`src/rtl/prio_encoder42_pkg.sv`:
```
// prio_enc42_pkg: shared types and constants for the 4-to-2 priority encoder.
//   enc_state_t : handshake FSM states (IDLE, OFFER)
//   N_REQ       : number of request lines
//   CODE_W      : width of the encoded index
//   onehot()    : expands a code into its one-hot request line
package prio_enc42_pkg;

  localparam int N_REQ  = 4;
  localparam int CODE_W = 2;

  typedef enum logic {
    IDLE  = 1'b0,
    OFFER = 1'b1
  } enc_state_t;

  // Expand an encoded index into the matching one-hot request line.
  function automatic logic [N_REQ-1:0] onehot(input logic [CODE_W-1:0] code);
    onehot = 4'b0001 << code;
  endfunction

endpackage

```
`src/rtl/prio_encoder42_if.sv`:
```
// prio_encoder42_if: request/offer bundle of the 4-to-2 priority encoder.
//   en, d, ready       : driven by the producer/consumer side (master)
//   y, valid, pending  : driven by the encoder (slave)
interface prio_encoder42_if;
  import prio_enc42_pkg::*;

  logic              en;
  logic [N_REQ-1:0]  d;
  logic              ready;
  logic [CODE_W-1:0] y;
  logic              valid;
  logic [N_REQ-1:0]  pending;

  modport master (output en, d, ready, input y, valid, pending);
  modport slave  (input en, d, ready, output y, valid, pending);

endinterface

```
`src/rtl/prio_encoder42_pick.sv`:
```
// prio_pick: combinational picker selecting one index out of a pending mask.
//   pend : pending request mask (must be non-zero for a meaningful result)
//   last : previously granted index (only with PRIO_ENC42_ROUND_ROBIN_EN)
//   idx  : chosen index
// Build option PRIO_ENC42_ROUND_ROBIN_EN: search last-1, last-2, last-3, last
// (mod 4), so the just-granted index has lowest priority. Without it the
// priority is fixed, 3 highest and 0 lowest.
module prio_pick
  import prio_enc42_pkg::*;
(
  input  logic [N_REQ-1:0]  pend,
`ifdef PRIO_ENC42_ROUND_ROBIN_EN
  input  logic [CODE_W-1:0] last,
`endif
  output logic [CODE_W-1:0] idx
);

`ifdef PRIO_ENC42_ROUND_ROBIN_EN
  logic              found_s;
  logic [CODE_W-1:0] cand_s;

  // Rotating search: first pending index walking downward from last-1.
  always_comb begin
    idx     = 2'd0;
    found_s = 1'b0;
    cand_s  = 2'd0;
    for (int k = 1; k <= N_REQ; k++) begin
      cand_s = last - CODE_W'(k);
      if (!found_s && pend[cand_s]) begin
        idx     = cand_s;
        found_s = 1'b1;
      end else begin
        found_s = found_s;
      end
    end
  end
`else
  // Fixed priority search: highest set index wins.
  always_comb begin
    if (pend[3]) begin
      idx = 2'd3;
    end else if (pend[2]) begin
      idx = 2'd2;
    end else if (pend[1]) begin
      idx = 2'd1;
    end else if (pend[0]) begin
      idx = 2'd0;
    end else begin
      idx = 2'd0;
    end
  end
`endif

endmodule

```
`src/rtl/prio_encoder42.sv`:
```
// prio_encoder42: registered 4-to-2 priority encoder with sticky request
// latching and a valid/ready output handshake.
//   clk : clock, all state on rising edge
//   rst : synchronous active-high reset
//   bus : prio_encoder42_if.slave (en, d, ready in; y, valid, pending out)
// Build option PRIO_ENC42_ROUND_ROBIN_EN selects rotating priority and adds
// the last-granted register; default is fixed priority 3 > 2 > 1 > 0.
module prio_encoder42
  import prio_enc42_pkg::*;
(
  input  logic              clk,
  input  logic              rst,
  prio_encoder42_if.slave   bus
);

  enc_state_t        state_r;
  logic [CODE_W-1:0] y_r;
  logic              valid_r;
  logic [N_REQ-1:0]  pend_r;
  logic [N_REQ-1:0]  clr_s;
  logic [N_REQ-1:0]  cap_s;
  logic [N_REQ-1:0]  pend_nxt_s;
  logic [CODE_W-1:0] pick_s;
`ifdef PRIO_ENC42_ROUND_ROBIN_EN
  logic [CODE_W-1:0] last_r;
`endif

  prio_pick u_pick (
    .pend (pend_r),
`ifdef PRIO_ENC42_ROUND_ROBIN_EN
    .last (last_r),
`endif
    .idx  (pick_s)
  );

  // Capture mask, retire mask and next pending value. Clearing is applied
  // before capture so a request re-arriving on its transfer edge re-arms.
  always_comb begin
    if (bus.en) begin
      cap_s = bus.d;
    end else begin
      cap_s = 4'b0000;
    end
    if (valid_r && bus.ready) begin
      clr_s = onehot(y_r);
    end else begin
      clr_s = 4'b0000;
    end
    pend_nxt_s = (pend_r & ~clr_s) | cap_s;
  end

  // Pending register, handshake FSM and registered outputs.
  always_ff @(posedge clk) begin
    if (rst) begin
      state_r <= IDLE;
      y_r     <= 2'd0;
      valid_r <= 1'b0;
      pend_r  <= 4'b0000;
`ifdef PRIO_ENC42_ROUND_ROBIN_EN
      last_r  <= 2'd0;
`endif
    end else begin
      pend_r <= pend_nxt_s;
      case (state_r)
        IDLE: begin
          // pick sees the registered mask, never raw d
          if (pend_r != 4'b0000) begin
            y_r     <= pick_s;
            valid_r <= 1'b1;
            state_r <= OFFER;
          end else begin
            valid_r <= 1'b0;
          end
        end
        OFFER: begin
          // y and valid hold until accepted; new requests never preempt
          if (bus.ready) begin
            valid_r <= 1'b0;
            state_r <= IDLE;
`ifdef PRIO_ENC42_ROUND_ROBIN_EN
            last_r  <= y_r;
`endif
          end else begin
            valid_r <= 1'b1;
          end
        end
        default: begin
          valid_r <= 1'b0;
          state_r <= IDLE;
        end
      endcase
    end
  end

  assign bus.y       = y_r;
  assign bus.valid   = valid_r;
  assign bus.pending = pend_r;

endmodule

```
`src/flat_wrapper.sv`:
```
// flat-port wrapper written by rule: the top's interface ports become plain ports
module prio_encoder42_flat import prio_enc42_pkg::*;
  (clk, rst, bus_en, bus_d, bus_ready, bus_y, bus_valid, bus_pending);
  prio_encoder42_if bus_i ();
  input  logic clk;
  input  logic rst;
  input wire logic [$bits(bus_i.en)-1:0] bus_en;
  input wire logic [$bits(bus_i.d)-1:0] bus_d;
  input wire logic [$bits(bus_i.ready)-1:0] bus_ready;
  output wire logic [$bits(bus_i.y)-1:0] bus_y;
  output wire logic [$bits(bus_i.valid)-1:0] bus_valid;
  output wire logic [$bits(bus_i.pending)-1:0] bus_pending;
  assign bus_i.en = bus_en;
  assign bus_i.d = bus_d;
  assign bus_i.ready = bus_ready;
  assign bus_y = bus_i.y;
  assign bus_valid = bus_i.valid;
  assign bus_pending = bus_i.pending;
  prio_encoder42 u_core (.clk(clk), .rst(rst), .bus(bus_i));
endmodule
```
`config.mk`:
```
export PLATFORM = sky130hd
export DESIGN_NAME = prio_encoder42_flat
export DESIGN_NICKNAME = d
export VERILOG_FILES = /design/src/rtl/prio_encoder42_pkg.sv /design/src/rtl/prio_encoder42_if.sv /design/src/rtl/prio_encoder42_pick.sv /design/src/rtl/prio_encoder42.sv /design/src/flat_wrapper.sv
export SDC_FILE = /design/constraint.sdc
export NUM_CORES = 1
export LEC_CHECK = 0
export CELL_PAD_IN_SITES_DETAIL_PLACEMENT = 1
export CELL_PAD_IN_SITES_GLOBAL_PLACEMENT = 2
export CORE_AREA = 2 2 39 41
export DETAILED_ROUTE_END_ITERATION = 8
export DIE_AREA = 0 0 41 43
export DONT_BUFFER_PORTS = 1
export PLACE_DENSITY = 0.68
export SETUP_SLACK_MARGIN = 0.02
export SLEW_MARGIN = 20
export SYNTH_ARGS = -nofsm -noshare
export SYNTH_HDL_FRONTEND = slang
export SYNTH_HIERARCHICAL = 1
export SYNTH_SLANG_ARGS = --single-unit
```
`constraint.sdc`:
```
create_clock -name clk -period 0.9 [get_ports clk]
set_input_delay 0.09 -clock clk [delete_from_list [all_inputs] [get_ports clk]]
set_output_delay 0.09 -clock clk [all_outputs]
set_load 0.005 [all_outputs]
```
# Yosys cells after proc, flatten, opt, wreduce, memory -nomap -nowiden
# Index checks and enable logic that the tools add are counted.
word_totals:
  inputBits: 8
  ff_bits: 7
  output_inout_bits: 7
classes:
  bitwise_logic: 4
  muxes: 8
  n_reduce_logical: 3
  n_shift: 1
op_table:
  columns: ["op", "count"]
  rows:
  - ["4-bit 2-to-1 mux", 2]
  - ["4-bit bitwise AND", 1]
  - ["2-bit 2-to-1 mux", 2]
  - ["4-bit NOT", 1]
  - ["4-bit OR", 1]
  - ["4-bit nonzero test", 1]
  - ["1-bit by 2-bit << shifter with 4-bit output, first input constant", 1]
  - ["1-bit 2-to-1 mux", 3]
  - ["1-bit case mux with 2 select lines", 1]
  - ["2-bit AND reduction", 1]
  - ["1-bit logical AND", 1]
  - ["1-bit NOT", 1]

# Logic depth before layout (Yosys ltp)
# Gate-level depths: netlist (run 1).
logic_depth:
  word_depth: 5
  depth_mapped: 4
  ltp_nobuf: 4

# Modules after synthesis
# The synthesis (run 1) kept the hierarchy.
modules_own_cells:
  columns: ["module", "n_inst", "seq_area_each_um2", "cells_per_inst", "area_per_inst_um2"]
  rows:
  - ["prio_encoder42", 1, 140.1, 31, 287.8]
  - ["prio_pick", 1, 0.0, 3, 17.5]

# Worst setup path before layout (run 1)
# Ideal clock, no wire load.
synth_timing:
  path_kind: "register -> register"
  startpoint: "register u_core.pend_r[2] (netlist: u_core/bus.pending[2])"
  endpoint: "register u_core.y_r[0] (netlist: u_core/bus.y[0])"
  stages_incl_launch_ff: 4
  arrival_time_ns: 0.847
  period_less_slack_ns: 0.966
  required_ns: 0.781
  path_slack_ns: -0.066
  setup_time_ns: 0.119
  cell_sequence: "dfxtp_1 > nor4_4 > nand3b_1 > a21oi_1"
synth_between:
  elab_chain_len: 2
synth_rtl:
  columns: ["item", "line_no", "source"]
  rows:
  - ["start, declared", "prio_encoder42.sv:19", "logic [N_REQ-1:0] pend_r;"]
  - ["start signal, assigned", "prio_encoder42.sv:63", "pend_r <= pend_nxt_s;"]
  - ["4-bit nonzero test / 2-bit 2-to-1 mux (equally long branches)", "prio_encoder42.sv:67, prio_encoder42_pick.sv:42", null]
  - ["2-bit AND reduction (no line) / 2-bit 2-to-1 mux (equally long branches)", null, null]
  - ["end signal, assigned", "prio_encoder42.sv:68", "y_r <= pick_s;"]
  - ["end, declared", "prio_encoder42.sv:17", "logic [CODE_W-1:0] y_r;"]
# Parallel ways exist; a longest one is shown, timed or not.
# A chain may end at the register's enable or synchronous reset.

# Worst setup path in the final report (run 1)
layout_timing:
  startpoint: "register u_core.pend_r[2] (netlist: u_core/bus.pending[2])"
  endpoint: "register u_core.y_r[1] (netlist: u_core/bus.y[1])"
# The elaborated chain is that of the path after synthesis.

==> results of run 1 <==
[power groups by stage]
stage	Combinational (mW)	Clock, mW	Sequential (mW)
3_5_place_dp	0.120	0	0.383
3_3_place_gp	0.117	0	0.381
2_1_floorplan	0.0621	0	0.381
6_report	0.134	0.291	0.381
4_1_cts	0.133	0.310	0.380
5_1_grt	0.148	0.329	0.386
[Yosys cell counts]
library cell,number
nand3b_1,2
a21oi_1,5
a21o_1,1
inv_1,2
nand4_1,1
nand2b_1,1
a22oi_1,2
o21ai_0,3
nand4b_1,1
nand3_1,1
nor2_1,2
nand2_1,3
dfxtp_1,7
nor4_4,1
o31ai_1,1
or2_1,1
[final cells by class]
class	instances	share of cell area, %
Multi-Input combinational cell	25	38.2
Inverter	2	1.78
Tap cell	16	4.73
Timing Repair Buffer	8	14.2
Clock buffer	4	6.21
Sequential cell	7	34.9
[metal layers]
metal / wire, um / GRT usage [%]
met5: 0 / 0
met4: 10 / 12.0
met3: 75 / 4.71
met2: 445 / 15.6
met1: 374 / 15.2
[what timing repair did]
action,in CTS,in global routing
setup buffers,1,0
gates resized for setup,5,2
endpoints found under the hold margin,7,6
endpoints found under the setup margin,10,10
pin swaps,1,2
[metrics by stage]
| stage | hold WS, ns | setup slack [ns] | TNS [ns] |
|---|---|---|---|
| 2_1_floorplan | 0.155 | -0.0436 | -0.0872 |
| 3_3_place_gp | 0.159 | -0.0751 | -0.120 |
| 3_5_place_dp | 0.158 | -0.109 | -0.197 |
| 4_1_cts | -0.122 | -0.116 | -0.324 |
| 5_1_grt | -0.119 | -0.236 | -0.925 |
| 6_report | -0.111 | -0.160 | -0.417 |
[worst max-delay path, cell delays in order, from the launching register on]
cell and delay, ns:
dfxtp_2 0.35, nor4_4 0.36, nand3b_1 0.17, a21oi_1 0.07
[flip-flops by register name, summed over array words and instances, names as in the netlist]
register	count
u_core/bus.y	2
u_core/bus.valid	1
u_core/bus.pending	4
[worst min-delay path by stage]
stage	to	slack [ns]
5_1_grt	u_core/bus.pending[1]	-0.12
3_5_place_dp	u_core/bus.pending[3]	0.16
3_3_place_gp	u_core/bus.pending[3]	0.16
4_1_cts	u_core/bus.y[0]	-0.12
6_report	u_core/bus.y[0]	-0.11
2_1_floorplan	u_core/bus.pending[3]	0.15
[cell families (layout without fill, tap and decap cells)]
group / count (synthesis) / after routing / synth area share (%)
simple gates: 13 / 13 / 28.7
flops: 7 / 7 / 45.9
buf+inv: 2 / 14 / 2.46
compound gates: 12 / 12 / 22.9
==> metrics.md, run 1 <==
| Metric | Value |
|---|---|
| Antenna diodes | 0 |
| Psw | 0.216 mW |
| Die X | 41 um |
| Top post-synthesis cells by area | dfxtp_1 (46%), a21oi_1 (8.2%), nor4_4 (7.0%) |
| Hold Path Origin | rst |
| Worst-path clk slew | 0.05 ns |
| Endpoints failing hold | 6 |
| DRC viols | 0 |
| DRT iter0 DRCs | 2 |
| Peak VDD IR | 0.707 mV |
| Vias in the first global route | 297 |
| First-pass GRT wire length | 1400 um |
| Register area share after synthesis | 45.9% |
| #FFs+latches synth | 7 |
| CTS tree | done |
| RSZ-0062 raised after global routing | true |
| Clock buffer depth | 2 |
| Post-Place Cell Area | 380 sq um |
| Power Dens Cells | 1910 nW/um^2 |
| Register area | 148 sq um |
| CORE AREA | 1380 sq um |
| Nets@finish | 55 |
| Synthesized area per cell | 8.98 sq um |
| CP endpoint | u_core/bus.y[1] |
| Post-Synthesis Cells | 34 |
| Fraction of layout cells with a size suffix above 1 | 41.3% |
| Count of input and output buffers | 0 |
| Number of placed I/O pins | 15 |
| Warnings, synthesis | 6 |
| Skew-Pair Late Insertion Delay | 0.25 ns |
| Outcome | finished, violations left |
| Endpoints failing setup | 5 |
| Initial core utilization | 22.1% |
| CP Max Fanout | 5 |
| Finished Core Util | 30.6% |
| Post-Layout Cell Count | 62 |
| Tot Pwr | 0.806 mW |
| Final slew viol count | 0 |
| Worst rel slew slack | 79.5% |
| H-tree depth | 1 |
| Hpwl dp | 679 um |
| Placed Cells | 57 |
| Die area | 1760 sq um |
| CP startpoint kind | register |
| Tcrit/Tclk final | 118% |
| Placer Congestion | 0.802 |
| Share of the synthesized area in the top cell type | 45.9% |
| Syn Nets | 42 |
| R2r setup slk | -0.16 ns |
| Clock root cell | clkbuf_4 |
| Worst reg-to-reg path cell count | 3 |
| Internal power | 0.590 mW |
| Reg-to-Reg End | u_core/bus.y[1] |
| CP Data Required Time | 1.04 ns |
| Gr ovfl total | 0 |
| Area leader, netlist | dfxtp_1 |
| MaxCap Viol Count | 0 |
| DR pass1 iterations | 2 |
| Min Hold Slack | -0.111 ns |
| Gr usage total | 12.5% |
| Measured slew at the worst slew-check pin | 0.304 ns |
| Vias per std cell | 4.90 |
| Multi-input gate area | 161 sq um |
| RR Startpoint | u_core/bus.pending[2] |
| Commonest non-fill, non-tap cells in the layout | buf_4 (8), dfxtp_2 (6), a21oi_1 (4) |
| Vias | 304 |
| Clk pwr share | 36.1% |
| Failing checks | negative hold slack, negative setup slack |
| Commonest non-fill, non-tap cell in the layout | buf_4 |
| CTS buffer count | 3 |
| Sw frac | 26.8% |
| Leak Pwr | 0.171 nW |
| Crit end category | register |
| Post-route cell area | 423 sq um |
| Part of the power in registers | 47.3% |
| Worst hold path type | input pin to register |
| Max frequency | 944 MHz |
| Pin count of the biggest net entering global routing | 9 |
| Crit. Startpoint | u_core/bus.pending[2] |
| Core Rows | 14 |
| Detailed Route WL | 905 um |
| Library cells used by synthesis | 16 |
| Area delta synth->final | 38.5% |
| DIE HEIGHT | 43 um |
| Synthesized area | 305 sq um |
| Clock skew | 0.00362 ns |
| Worst setup margin | -0.160 ns |
| Hold Path Depth | 1 |
| Clock Sinks | 7 |
| Fillers | 180 |
| Initial antenna violation count | 0 |
| Fin crit period | 1.06 ns |
| Logic pwr share | 16.6% |
| Per-cell routed wire length | 14.6 um |
| DRT antenna net count | 0 |
| Crit path arrival time | 1.20 ns |
| Crit Path Class | register to register |
No activity file was read; power rests on OpenSTA's default activity.
==> run 2, diff against run 1 <==
CORE_AREA = 4 4 41 43   (was 2 2 39 41)
DIE_AREA = 0 0 45 47   (was 0 0 41 43)
==> metrics.md, run 2 (synthesis gave the netlist of run 1 again) <==
| Metric | Value |
|---|---|
| Crit path arrival time | 1.23 ns (was 1.20 ns) |
| Number of placed I/O pins | 15 (unchanged) |
| CTS tree | done (unchanged) |
| Vias per std cell | 5.03 (was 4.90) |
| Fillers | 156 (was 180) |
| CTS buffer count | 3 (unchanged) |
| Failing checks | negative hold slack, negative setup slack (unchanged) |
| Crit end category | register (unchanged) |
| Worst rel slew slack | 79.1% (was 79.5%) |
| Outcome | finished, violations left (unchanged) |
| Post-route cell area | 467 sq um (was 423 sq um) |
| Post-Layout Cell Count | 63 (was 62) |
| Tcrit/Tclk final | 116% (was 118%) |
| Max frequency | 960 MHz (was 944 MHz) |
| Endpoints failing setup | 5 (unchanged) |
| Gr usage total | 11.6% (was 12.5%) |
| DRT iter0 DRCs | 4 (was 2) |
| DRC viols | 0 (unchanged) |
| CP Max Fanout | 5 (unchanged) |
| First-pass GRT wire length | 1550 um (was 1400 um) |
| CORE AREA | 1300 sq um (was 1380 sq um) |
| Final slew viol count | 0 (unchanged) |
| Commonest non-fill, non-tap cell in the layout | buf_4 (unchanged) |
| Die X | 45 um (was 41 um) |
| DRT antenna net count | 0 (unchanged) |
| Crit Path Class | register to register (unchanged) |
| Hpwl dp | 770 um (was 679 um) |
| Pin count of the biggest net entering global routing | 9 (unchanged) |
| Leak Pwr | 0.187 nW (was 0.171 nW) |
| Setup TNS | -0.352 ns (was -0.417 ns) |
| Post-Place Cell Area | 402 sq um (was 380 sq um) |
| Setup Fix Bufs, Post-CTS | 0 (was 1) |
| Skew-Pair Late Insertion Delay | 0.26 ns (was 0.25 ns) |
| Fraction of layout cells with a size suffix above 1 | 47.9% (was 41.3%) |
| RSZ-0062 raised after global routing | true (unchanged) |
| Place WS | -0.156 ns (was -0.109 ns) |
| Power Dens Cells | 1800 nW/um^2 (was 1910 nW/um^2) |
| Peak VDD IR | 0.643 mV (was 0.707 mV) |
| Tot Pwr | 0.841 mW (was 0.806 mW) |
| Clock root cell | clkbuf_4 (unchanged) |
| Placed Cells | 59 (was 57) |
| Fin crit period | 1.04 ns (was 1.06 ns) |
| H-tree depth | 1 (unchanged) |
| Clock Sinks | 7 (unchanged) |
| Clock buffer depth | 2 (unchanged) |
| Endpoints failing hold | 7 (was 6) |
| Initial core utilization | 23.5% (was 22.1%) |
| Largest register FFs | 4 (unchanged) |
| Min Hold Slack | -0.116 ns (was -0.111 ns) |
| Core Rows | 13 (was 14) |
| Commonest non-fill, non-tap cells in the layout | buf_4 (6), a21oi_1 (5), buf_6 (4), dfxtp_4 (4) (was buf_4 (8), dfxtp_2 (6), a21oi_1 (4)) |
| Measured slew at the worst slew-check pin | 0.311 ns (was 0.304 ns) |
| DIE HEIGHT | 47 um (was 43 um) |
| Worst setup margin | -0.142 ns (was -0.160 ns) |
| Vias in the first global route | 321 (was 297) |
| Area delta synth->final | 52.9% (was 38.5%) |
| Placer Congestion | 0.789 (was 0.802) |
| CP startpoint kind | register (unchanged) |
| Worst hold path type | input pin to register (unchanged) |
| DR pass1 iterations | 2 (unchanged) |
| Finished Core Util | 35.9% (was 30.6%) |
| Count of input and output buffers | 0 (unchanged) |
| CP Data Required Time | 1.09 ns (was 1.04 ns) |
| Worst-path clk slew | 0.06 ns (was 0.05 ns) |
| Detailed Route WL | 981 um (was 905 um) |
| Vias | 317 (was 304) |
| Clock skew | 0.00231 ns (was 0.00362 ns) |
| Per-cell routed wire length | 15.6 um (was 14.6 um) |
| Die area | 2120 sq um (was 1760 sq um) |
| Gr ovfl total | 0 (unchanged) |
| Initial antenna violation count | 0 (unchanged) |
| Antenna diodes | 0 (unchanged) |
| Nets@finish | 57 (was 55) |
| MaxCap Viol Count | 0 (unchanged) |
## run 2: cell count changes in the layout (fill, tap and decap cells not counted), sizes merged
cell | before | now
buf | 8 | 10
## run 2: area by class of cell
class                   instances  area, sq um  share of cell area [%]
clock buffers                   4         26.3                    5.63
repair buffers                 10         90.1                    19.3
well taps                      15         18.8                    4.02
multi-input cells              25          165                    35.4
flip-flops and latches          7          159                    34.0
inverters                       2         7.51                    1.61
## run 2: worst max-delay path, stage by stage (launching register included)
cell and delay, ns:
dfxtp_2 0.33, nor4_4 0.36, o21ai_1 0.11, a21oi_1 0.16
## run 2: repair_timing
item | CTS | global route
setup endpoints to repair | 11 | 9
resized for setup | 10 | 7
hold endpoints to repair | 7 | 7
pin swaps | 1 | 1
## run 2: worst paths after layout
path,start,end,slack (ns),depth (start not counted)
min reg2reg,u_core/bus.y[0],u_core/bus.y[0],0.55,2
max reg2reg,u_core/bus.pending[3],u_core/bus.y[1],-0.14,3
max,u_core/bus.pending[3],u_core/bus.y[1],-0.14,3
min,rst,u_core/bus.pending[2],-0.12,1
## run 2: per-layer routing
layer,vias to the layer above,share of wire (%),track usage [%]
met5,-,0,0
met4,0,3.2,10.5
met3,3,9.2,6.51
met2,10,50,18.4
met1,151,38,10.5
li1,153,-,-
## run 2: where the power goes
part | total, mW | internal (mW) | switching (mW) | leakage [nW]
logic | 0.151 | 0.0928 | 0.0579 | 0.111
clock network | 0.311 | 0.171 | 0.140 | 0.0150
registers | 0.379 | 0.339 | 0.0400 | 0.0614
total | 0.841 | 0.603 | 0.238 | 0.187
==> run 3, diff against run 2 <==
PLACE_DENSITY = 0.63   (was 0.68)
SETUP_SLACK_MARGIN = 0.4   (was 0.02)
TNS_END_PERCENT = 10   (was not set)
==> metrics.md, run 3 (synthesis gave the netlist of run 1 again) <==
| Metric | Value |
|---|---|
| Worst hold path type | input pin to register (unchanged) |
| DRC viols | 0 (unchanged) |
| Sw frac | 27.5% (was 28.3%) |
| Worst rel slew slack | 84.3% (was 79.1%) |
| Gr ovfl total | 0 (unchanged) |
| Placed Cells | 59 (unchanged) |
| DR pass1 iterations | 4 (was 2) |
| Max frequency | 896 MHz (was 960 MHz) |
| Internal power | 0.624 mW (was 0.603 mW) |
| RSZ-0062 raised after global routing | true (unchanged) |
| Core Rows | 13 (unchanged) |
| Fin crit period | 1.12 ns (was 1.04 ns) |
| Reg-to-Reg End | u_core/bus.y[1] (unchanged) |
| Per-cell routed wire length | 16.7 um (was 15.6 um) |
| H-tree depth | 1 (unchanged) |
| Min Hold Slack | -0.122 ns (was -0.116 ns) |
| Psw | 0.237 mW (was 0.238 mW) |
| Vias in the first global route | 348 (was 321) |
| Part of the power in registers | 43.6% (was 45.1%) |
| Place WS | -0.185 ns (was -0.156 ns) |
| CORE AREA | 1300 sq um (unchanged) |
| Fillers | 165 (was 156) |
| Crit path depth | 4 (was 3) |
| First-pass GRT wire length | 1740 um (was 1550 um) |
| Commonest non-fill, non-tap cell in the layout | buf_6 (was buf_4) |
| Endpoints failing setup | 8 (was 5) |
| Clock Sinks | 7 (unchanged) |
| Worst reg-to-reg path cell count | 4 (was 3) |
| Number of placed I/O pins | 15 (unchanged) |
| Crit end category | register (unchanged) |
| Outcome | finished, violations left (unchanged) |
| Peak VDD IR | 0.699 mV (was 0.643 mV) |
| Initial antenna violation count | 0 (unchanged) |
| Leak Pwr | 0.204 nW (was 0.187 nW) |
| CP startpoint kind | register (unchanged) |
| Worst setup margin | -0.216 ns (was -0.142 ns) |
| CP peak stage delay | 0.35 ns (was 0.36 ns) |
| Endpoints failing hold | 7 (unchanged) |
| Gr usage total | 12.3% (was 11.6%) |
| Worst-path clk slew | 0.06 ns (about the same) |
| Power Dens Cells | 1730 nW/um^2 (was 1800 nW/um^2) |
| Clk pwr share | 34.8% (was 37.0%) |
| DRT iter0 DRCs | 4 (unchanged) |
| Tot Pwr | 0.860 mW (was 0.841 mW) |
| DRT antenna net count | 0 (unchanged) |
| CP Cell Sequence | nor4_4, buf_4, nand3b_1, a21oi_1 (was nor4_4, o21ai_1, a21oi_1) |
| Final slew viol count | 0 (unchanged) |
| Crit Path Class | register to register (unchanged) |
| Area delta synth->final | 62.7% (was 52.9%) |
| CP top delay family | simple AND/OR/NAND/NOR gates (unchanged) |
| Tcrit/Tclk final | 124% (was 116%) |
| CTS tree | done (unchanged) |
| Sum of buffers and inverters on the critical path | 1 (was 0) |
| CP Data Required Time | 1.05 ns (was 1.09 ns) |
| Placer Congestion | 0.718 (was 0.789) |
| Measured slew at the worst slew-check pin | 0.234 ns (was 0.311 ns) |
| Fraction of layout cells with a size suffix above 1 | 47.1% (was 47.9%) |
| CP endpoint | u_core/bus.y[1] (unchanged) |
| Count of input and output buffers | 0 (unchanged) |
| Post-Place Cell Area | 400 sq um (was 402 sq um) |
| Critical-path top delay cell | dfxtp_4 (was nor4_4) |
| Vias per std cell | 5.05 (was 5.03) |
| Logic pwr share | 21.7% (was 17.9%) |
| DIE HEIGHT | 47 um (unchanged) |
| Failing checks | negative hold slack, negative setup slack (unchanged) |
| Clock root cell | clkbuf_4 (unchanged) |
| Initial core utilization | 23.5% (unchanged) |
| Finished Core Util | 38.2% (was 35.9%) |
| Skew-Pair Late Insertion Delay | 0.26 ns (about the same) |
| Clock buffer depth | 2 (unchanged) |
| Crit path arrival time | 1.27 ns (was 1.23 ns) |
| Commonest non-fill, non-tap cells in the layout | buf_6 (7), buf_4 (6), a21oi_1 (5) (was buf_4 (6), a21oi_1 (5), buf_6 (4), dfxtp_4 (4)) |
| MaxCap Viol Count | 0 (unchanged) |
| CTS buffer count | 3 (unchanged) |
| Post-route cell area | 497 sq um (was 467 sq um) |
| Detailed Route WL | 1100 um (was 981 um) |
| Largest register FFs | 4 (unchanged) |
| Nets@finish | 60 (was 57) |
| Hpwl dp | 836 um (was 770 um) |
| Clock skew | 0.0101 ns (was 0.00231 ns) |
| R2r setup slk | -0.22 ns (was -0.14 ns) |
| Die X | 45 um (unchanged) |
| RR Startpoint | u_core/bus.pending[0] (was u_core/bus.pending[3]) |
| Post-Layout Cell Count | 66 (was 63) |
| Crit. Startpoint | u_core/bus.pending[0] (was u_core/bus.pending[3]) |
| Pin count of the biggest net entering global routing | 8 (was 9) |
| Vias | 333 (was 317) |
| CP Max Fanout | 3 (was 5) |
| Die area | 2120 sq um (unchanged) |
| Setup TNS | -0.692 ns (was -0.352 ns) |
| Antenna diodes | 0 (unchanged) |
-- run 3: worst min path at each step --
| stage | startpoint | to | depth (start not counted) |
|---|---|---|---|
| floorplan | rst | u_core/bus.pending[3] | 1 |
| CTS | rst | u_core/bus.pending[0] | 1 |
| global placement | rst | u_core/bus.pending[3] | 1 |
| finish | rst | u_core/bus.pending[2] | 1 |
| detailed placement | rst | u_core/bus.pending[3] | 1 |
| global route | rst | u_core/bus.pending[0] | 1 |
-- run 3: cell type report --
class / instances / area, sq um / area share [%]
Timing Repair Buffer: 13 / 124 / 24.9
Tap cell: 15 / 18.8 / 3.78
Inverter: 2 / 7.51 / 1.51
Multi-Input combinational cell: 25 / 163 / 32.7
Sequential cell: 7 / 158 / 31.7
Clock buffer: 4 / 26.3 / 5.29
-- run 3: power by group through the flow --
| stage | Combinational (mW) | Clock (mW) | Sequential, mW |
|---|---|---|---|
| floorplan | 0.0621 | 0 | 0.380 |
| global placement | 0.140 | 0 | 0.375 |
| detailed placement | 0.148 | 0 | 0.379 |
| CTS | 0.171 | 0.301 | 0.373 |
| global route | 0.202 | 0.329 | 0.378 |
| finish | 0.186 | 0.299 | 0.375 |
-- run 3: per-layer routing --
layer / GRT usage (%) / wire length, um / vias to the layer above
met5: 0 / 0 / -
met4: 5.26 / 4 / 0
met3: 7.66 / 94 / 2
met2: 21.5 / 601 / 9
met1: 11.6 / 402 / 161
li1: - / - / 161
-- run 3: what timing repair did --
| item | 4_1_cts | 5_1_grt |
|---|---|---|
| gates resized for setup | 9 | 8 |
| endpoints found under the setup margin | 14 | 14 |
| hold endpoints to repair | 7 | 7 |
| setup buffers | 2 | 1 |
| pin swaps | 3 | 3 |
